==> src/rtl/alu_sequencer.sv <==
// rtl/alu_sequencer.sv - command-driven load/alu/store sequencer for the 12-bit-address memory port
module alu_sequencer #(
    parameter int ADDR_W   = 12,
    parameter int DATA_W   = 8,
    parameter int LEN_W    = 8,
    parameter int READ_LAT = 1
) (
    input  logic              i_clk,
    input  logic              i_rst_n,
    input  logic              i_cmd_valid,
    output logic              o_cmd_ready,
    input  logic [3:0]        i_cmd_op,
    input  logic [ADDR_W-1:0] i_cmd_src_a,
    input  logic [ADDR_W-1:0] i_cmd_src_b,
    input  logic              i_cmd_use_imm,
    input  logic [DATA_W-1:0] i_cmd_imm,
    input  logic [ADDR_W-1:0] i_cmd_dst,
    input  logic [LEN_W-1:0]  i_cmd_len,
    output logic              o_mem_we,
    output logic              o_mem_re,
    output logic [ADDR_W-1:0] o_mem_addr,
    output logic [DATA_W-1:0] o_mem_wdata,
    input  logic [DATA_W-1:0] i_mem_rdata,
    output logic [DATA_W-1:0] o_alu_a,
    output logic [DATA_W-1:0] o_alu_b,
    output logic [3:0]        o_alu_opcode,
    input  logic [DATA_W-1:0] i_alu_result,
    input  logic              i_alu_carry,
    output logic              o_busy,
    output logic              o_done,
    output logic              o_carry_any
);

    // The memory samples re/addr at the end of RD_x and presents data READ_LAT
    // edges later; the wait state therefore spans READ_LAT+1 cycles and the
    // operand is captured on its final edge.
    localparam int LAT_W = $clog2(READ_LAT + 2);
    localparam logic [LAT_W-1:0] LAT_LAST = LAT_W'(READ_LAT);

    typedef enum logic [2:0] {
        S_IDLE,
        S_RD_A,
        S_WT_A,
        S_RD_B,
        S_WT_B,
        S_EXEC,
        S_WR,
        S_DONE
    } state_t;

    state_t            r_state;
    state_t            w_next;
    logic              r_use_imm;
    logic [ADDR_W-1:0] r_a_ptr;
    logic [ADDR_W-1:0] r_b_ptr;
    logic [ADDR_W-1:0] r_d_ptr;
    logic [LEN_W-1:0]  r_count;
    logic [LAT_W-1:0]  r_lat;
    logic [ADDR_W-1:0] r_mem_addr;
    logic [DATA_W-1:0] r_mem_wdata;
    logic [DATA_W-1:0] r_alu_a;
    logic [DATA_W-1:0] r_alu_b;
    logic [3:0]        r_alu_op;
    logic              r_carry_any;

    logic w_accept;
    logic w_lat_last;
    logic w_last_elem;

    assign w_accept    = i_cmd_valid && (r_state == S_IDLE);
    assign w_lat_last  = (r_lat == LAT_LAST);
    assign w_last_elem = (r_count == LEN_W'(1));

    // Strobes decode straight from the state register so reset clears them at once
    assign o_cmd_ready  = (r_state == S_IDLE);
    assign o_busy       = (r_state != S_IDLE);
    assign o_done       = (r_state == S_DONE);
    assign o_mem_re     = (r_state == S_RD_A) || (r_state == S_RD_B);
    assign o_mem_we     = (r_state == S_WR);
    assign o_mem_addr   = r_mem_addr;
    assign o_mem_wdata  = r_mem_wdata;
    assign o_alu_a      = r_alu_a;
    assign o_alu_b      = r_alu_b;
    assign o_alu_opcode = r_alu_op;
    assign o_carry_any  = r_carry_any;

    // State register
    always_ff @(posedge i_clk or negedge i_rst_n) begin
        if (!i_rst_n) begin
            r_state <= S_IDLE;
        end else begin
            r_state <= w_next;
        end
    end

    // Next-state decode; the B read pair is skipped for immediate commands
    always_comb begin
        w_next = r_state;
        case (r_state)
            S_IDLE: begin
                if (w_accept) begin
                    w_next = (i_cmd_len == '0) ? S_DONE : S_RD_A;
                end
            end
            S_RD_A: w_next = S_WT_A;
            S_WT_A: begin
                if (w_lat_last) begin
                    w_next = r_use_imm ? S_EXEC : S_RD_B;
                end
            end
            S_RD_B: w_next = S_WT_B;
            S_WT_B: begin
                if (w_lat_last) begin
                    w_next = S_EXEC;
                end
            end
            S_EXEC: w_next = S_WR;
            S_WR:   w_next = w_last_elem ? S_DONE : S_RD_A;
            S_DONE: w_next = S_IDLE;
            default: w_next = S_IDLE;
        endcase
    end

    // Read-latency counter, running only inside the wait states
    always_ff @(posedge i_clk or negedge i_rst_n) begin
        if (!i_rst_n) begin
            r_lat <= '0;
        end else if ((r_state == S_WT_A) || (r_state == S_WT_B)) begin
            r_lat <= w_lat_last ? '0 : r_lat + LAT_W'(1);
        end else begin
            r_lat <= '0;
        end
    end

    // Command latch, element counter and address pointers (wrap modulo 2^ADDR_W)
    always_ff @(posedge i_clk or negedge i_rst_n) begin
        if (!i_rst_n) begin
            r_use_imm <= 1'b0;
            r_a_ptr   <= '0;
            r_b_ptr   <= '0;
            r_d_ptr   <= '0;
            r_count   <= '0;
            r_alu_op  <= '0;
        end else if (w_accept) begin
            r_use_imm <= i_cmd_use_imm;
            r_a_ptr   <= i_cmd_src_a;
            r_b_ptr   <= i_cmd_src_b;
            r_d_ptr   <= i_cmd_dst;
            r_count   <= i_cmd_len;
            r_alu_op  <= i_cmd_op;
        end else if (r_state == S_WR) begin
            r_a_ptr <= r_a_ptr + ADDR_W'(1);
            r_b_ptr <= r_b_ptr + ADDR_W'(1);
            r_d_ptr <= r_d_ptr + ADDR_W'(1);
            r_count <= r_count - LEN_W'(1);
        end
    end

    // ALU operand capture and sticky carry accumulation
    always_ff @(posedge i_clk or negedge i_rst_n) begin
        if (!i_rst_n) begin
            r_alu_a     <= '0;
            r_alu_b     <= '0;
            r_carry_any <= 1'b0;
        end else begin
            if (w_accept) begin
                r_carry_any <= 1'b0;
                if (i_cmd_use_imm) begin
                    r_alu_b <= i_cmd_imm;
                end
            end
            if ((r_state == S_WT_A) && w_lat_last) begin
                r_alu_a <= i_mem_rdata;
            end
            if ((r_state == S_WT_B) && w_lat_last) begin
                r_alu_b <= i_mem_rdata;
            end
            if (r_state == S_EXEC) begin
                r_carry_any <= r_carry_any | i_alu_carry;
            end
        end
    end

    // Memory address/data: loaded one cycle ahead of each strobe, held otherwise
    always_ff @(posedge i_clk or negedge i_rst_n) begin
        if (!i_rst_n) begin
            r_mem_addr  <= '0;
            r_mem_wdata <= '0;
        end else begin
            if (w_accept && (i_cmd_len != '0)) begin
                r_mem_addr <= i_cmd_src_a;
            end
            if ((r_state == S_WT_A) && w_lat_last && !r_use_imm) begin
                r_mem_addr <= r_b_ptr;
            end
            if (r_state == S_EXEC) begin
                r_mem_addr  <= r_d_ptr;
                r_mem_wdata <= i_alu_result;
            end
            if ((r_state == S_WR) && !w_last_elem) begin
                r_mem_addr <= r_a_ptr + ADDR_W'(1);
            end
        end
    end

endmodule
==> config.mk <==
export PLATFORM = sky130hd
export DESIGN_NAME = alu_sequencer
export DESIGN_NICKNAME = d
export VERILOG_FILES = /design/src/rtl/alu_sequencer.sv
export SDC_FILE = /design/constraint.sdc
export NUM_CORES = 1
export LEC_CHECK = 0
export CORE_MARGIN = 1.5
export CORE_UTILIZATION = 60
export DETAILED_ROUTE_END_ITERATION = 10
export DONT_BUFFER_PORTS = 1
export HOLD_SLACK_MARGIN = 0.03
export PLACE_DENSITY = 0.79
export SLEW_MARGIN = 20
export SYNTH_ARGS = -nofsm -noshare
export SYNTH_HDL_FRONTEND = slang
export SYNTH_SLANG_ARGS = --single-unit
export TNS_END_PERCENT = 1
==> constraint.sdc <==
create_clock -name i_clk -period 2.4 [get_ports i_clk]
set_input_delay 0.12 -clock i_clk [delete_from_list [all_inputs] [get_ports i_clk]]
set_output_delay 0.12 -clock i_clk [all_outputs]
set_load 0.05 [all_outputs]
==> impl_metrics.py <==
metrics = {
    "clocking": {
        "root_buffer": "clkbuf_8",
        "ctsHoldBuffers": 75,
        "cts_tree": "built",
        "cts_buffer_depth": 2,
        "cts_resized": 0,
        "cts_setup_buffers": 0,
        "h-tree-depth": 3,
        "cts_buffers": 9,
        "clock_sinks": 91,
        "clk_latency_ps": 370,
        "path_clk_slew_ps": 100,
    },
    "worst_setup_path": {
        "cp.required_ps": 2640,
        "cp_common_cell": "buf_4",
        "crit_path_start_kind": "register",
        "r2r-start": "r_state[0]",
        "reg2reg_to": "r_count[5]",
        "worstSetupEndpointType": "register",
        "max_stage_delay_ps": 560,
        "critPathMaxFanout": 23,
        "crit_slowest_cell": "dfrtp_1",
        "crit_arrival_ps": 2450,
        "critical_path_class": "reg2reg",
        "r2r_setup_slack_ps": 200,
        "crit_chain": "nand3b_4 -> buf_4 -> clkinv_1 -> buf_4 -> o21ai_0 -> nand2_1 -> a222oi_1 -> inv_1",
        "rr_worst_depth": 8,
    },
    "min_path": {
        "min_from": "i_cmd_use_imm",
        "hp-class": "in2reg",
        "whs_endpoint": "r_use_imm",
        "hold_path_depth": 2,
    },
    "sta": {
        "slew_violations": 0,
        "tightest_slew_ps": 640.9,
        "hold_violations": 0,
        "skew_ps": 12.30,
        "timing.final.ws_setup_ps": 195.4,
        "setup_viol": 0,
        "rsz0062_at_grt": "false",
        "fin_crit_sh_pct": 91.86,
        "slew-limit-headroom_pct": 57.27,
        "period_minus_slack_ps": 2205,
        "max_freq_ghz": 0.4536,
        "finalSetupTns_ps": 0,
    },
    "detailed_routing": {
        "first_iter_violations": 339,
        "drc_errors": 0,
        "wl_per_cell_um": 19.11,
        "drtAntennaViolNets": 0,
        "viasPerCell": 6.291,
        "dr.pass1.iters": 5,
        "wirelength_mm": 13.21,
        "dr_total_vias": 4347,
    },
    "logic_synthesis": {
        "synthCells": 514,
        "synth_top_area_cell": "dfrtp_1",
        "ys_async_sr_fraction_pct": 100.0,
        "avgSynthCellArea_um2": 9.494,
        "synth_compound_area_share_pct": 16.72,
        "synth_top_area_share_pct": 46.67,
        "synth_adder_area_share_pct": 1.282,
        "synth_simple_gate_area_share_pct": 21.15,
        "synthXorXnorAreaFrac_pct": 4.487,
        "ys_top_cells_by_count": "101 x nand2_1, 91 x dfrtp_1, 47 x nor2_1, 32 x o21ai_0, 21 x a21oi_1",
        "synth.most_common_cell": "nand2_1",
        "syn_nets": 596,
        "ys.flop_type": "dfrtp_1",
        "synth_area_leaders": "dfrtp_1 47%, nand2_1 7.8%, nor2_1 3.6%",
        "yosysSeqAreaShare_pct": 46.67,
        "synth_edf_count": 0,
        "ys_types": 68,
        "yosysWarningCount": 0,
        "yosys_register_bits": 91,
        "syn_area_um2": 4880,
        "muxShareOfSynthArea_pct": 5.949,
        "synth_top_family_by_area": "simple AND/OR/NAND/NOR gates",
    },
    "grt": {
        "grt_max_degree": 92,
        "grt_pass1_vias": 4233,
        "busiest_layer": "met2",
        "gr-total-overflow": 0,
        "met2_usage_pct": 52.19,
        "grt_antenna_before_repair": 0,
        "grtUsageTotal_pct": 31.59,
        "grt_pass1_wl_mm": 21.15,
        "met3_usage_pct": 7.154,
        "met1_usage_pct": 39.95,
    },
    "power": {
        "total_power_uw": 3076,
        "p_per_area_nw_per_um2": 518.0,
        "peakVddDrop_mv": 0.3967,
        "p_leak_uw": 0.002572,
    },
    "job": {
        "max_cap_viol_count": 0,
    },
    "cells_and_area": {
        "diodes": 0,
        "final_util_pct": 76.06,
        "multiInputGateArea_um2": 2421,
        "areaGrowthSynthToFinish_pct": 21.69,
        "final-seq-area_um2": 2277,
        "nets": 666,
        "layout-drive-gt1-share_pct": 9.847,
        "fill_cells": 522,
    },
    "placed_design": {
        "pre_cts_slack_ps": 256.3,
        "gp_congestion": 0.8785,
        "portBuffers": 0,
        "dp_hpwl_mm": 8.307,
    },
    "status": {
        "status": "completed",
    },
    "floorplan": {
        "core_um2": 7807,
        "pin_count": 123,
        "rows": 32,
        "dieArea_um2": 8683,
        "die_h_um": 93.18,
        "initial_core_util_pct": 62.50,
        "fp.dieW_um": 93.18,
    },
}
## placed cells by master (no fill, tap or decap), drive strengths merged, types with 10 or more instances in the layout
master       instances
dfrtp               91
nor2                49
buf                 13
inv                 11
nand4               12
mux2i               11
o21ai               36
a221o               14
a21oi               21
nand2              103
xnor2               10
mux2                16
dlygate4sd3         74
xor2                15
a22oi               11
## critical path: cells and delay by family, from the launching register on
kind	cells	cell delay, ps
AND/OR/NAND/NOR	2	280
AO/OA/AOI/OAI	2	400
flip-flops	1	560
buffers and inverters	4	820
## per-layer routing
layer / wire length, µm / vias up
met1: 5191 / 2070
met4: 391 / 0
met3: 1079 / 49
met5: 0 / -
met2: 6544 / 252
li1: - / 1976
## report_power, final
part	leakage, µW	switching, µW	total (µW)	internal (µW)
sequential	0.00106	146	1730	1590
clock	0.000102	607	1110	500
combinational	0.00141	98.6	237	138
total	0.00257	851	3080	2220
## metrics by stage
step	hold slack, ps	area, µm²	instances
3_3_place_gp	-172.3	4962	600
5_1_grt	72.38	5938	691
3_5_place_dp	-172.3	4962	600
4_1_cts	39.53	5938	691
6_report	68.78	5938	691
2_1_floorplan	-175.6	4880	514
## cell families after synthesis
logic type | count (synthesis)
simple gates | 213
compound gates | 116
flops | 91
buf+inv | 37
mux | 27
xor+xnor | 25
fa+ha+maj | 5
## registers in the layout, indices dropped and copies added, names as in the netlist
name          cells
r_state           3
o_alu_a           8
o_carry_any       1
r_d_ptr          12
r_b_ptr          12
r_a_ptr          12
r_count           8
r_lat             2
o_mem_addr       12
r_use_imm         1
o_alu_b           8
o_mem_wdata       8
o_alu_opcode      4
## worst max-delay path by stage
stage	cells past startpoint	end	start
floorplan	6	r_state[1]	r_state[0]
global placement	4	r_a_ptr[8]	r_state[1]
detailed placement	5	r_count[5]	r_state[1]
CTS	8	r_count[5]	r_state[0]
global route	8	r_count[5]	r_state[0]
finish	8	r_count[5]	r_state[0]
## layout make-up
class | instances | area share (%)
timing repair buffer | 87 | 14.66
sequential | 91 | 38.35
clock inverter | 7 | 1.412
inverter | 9 | 0.5689
multi-input combinational | 386 | 40.77
clock buffer | 9 | 2.086
tap | 102 | 2.149
Power figures use the tool's default switching activity.
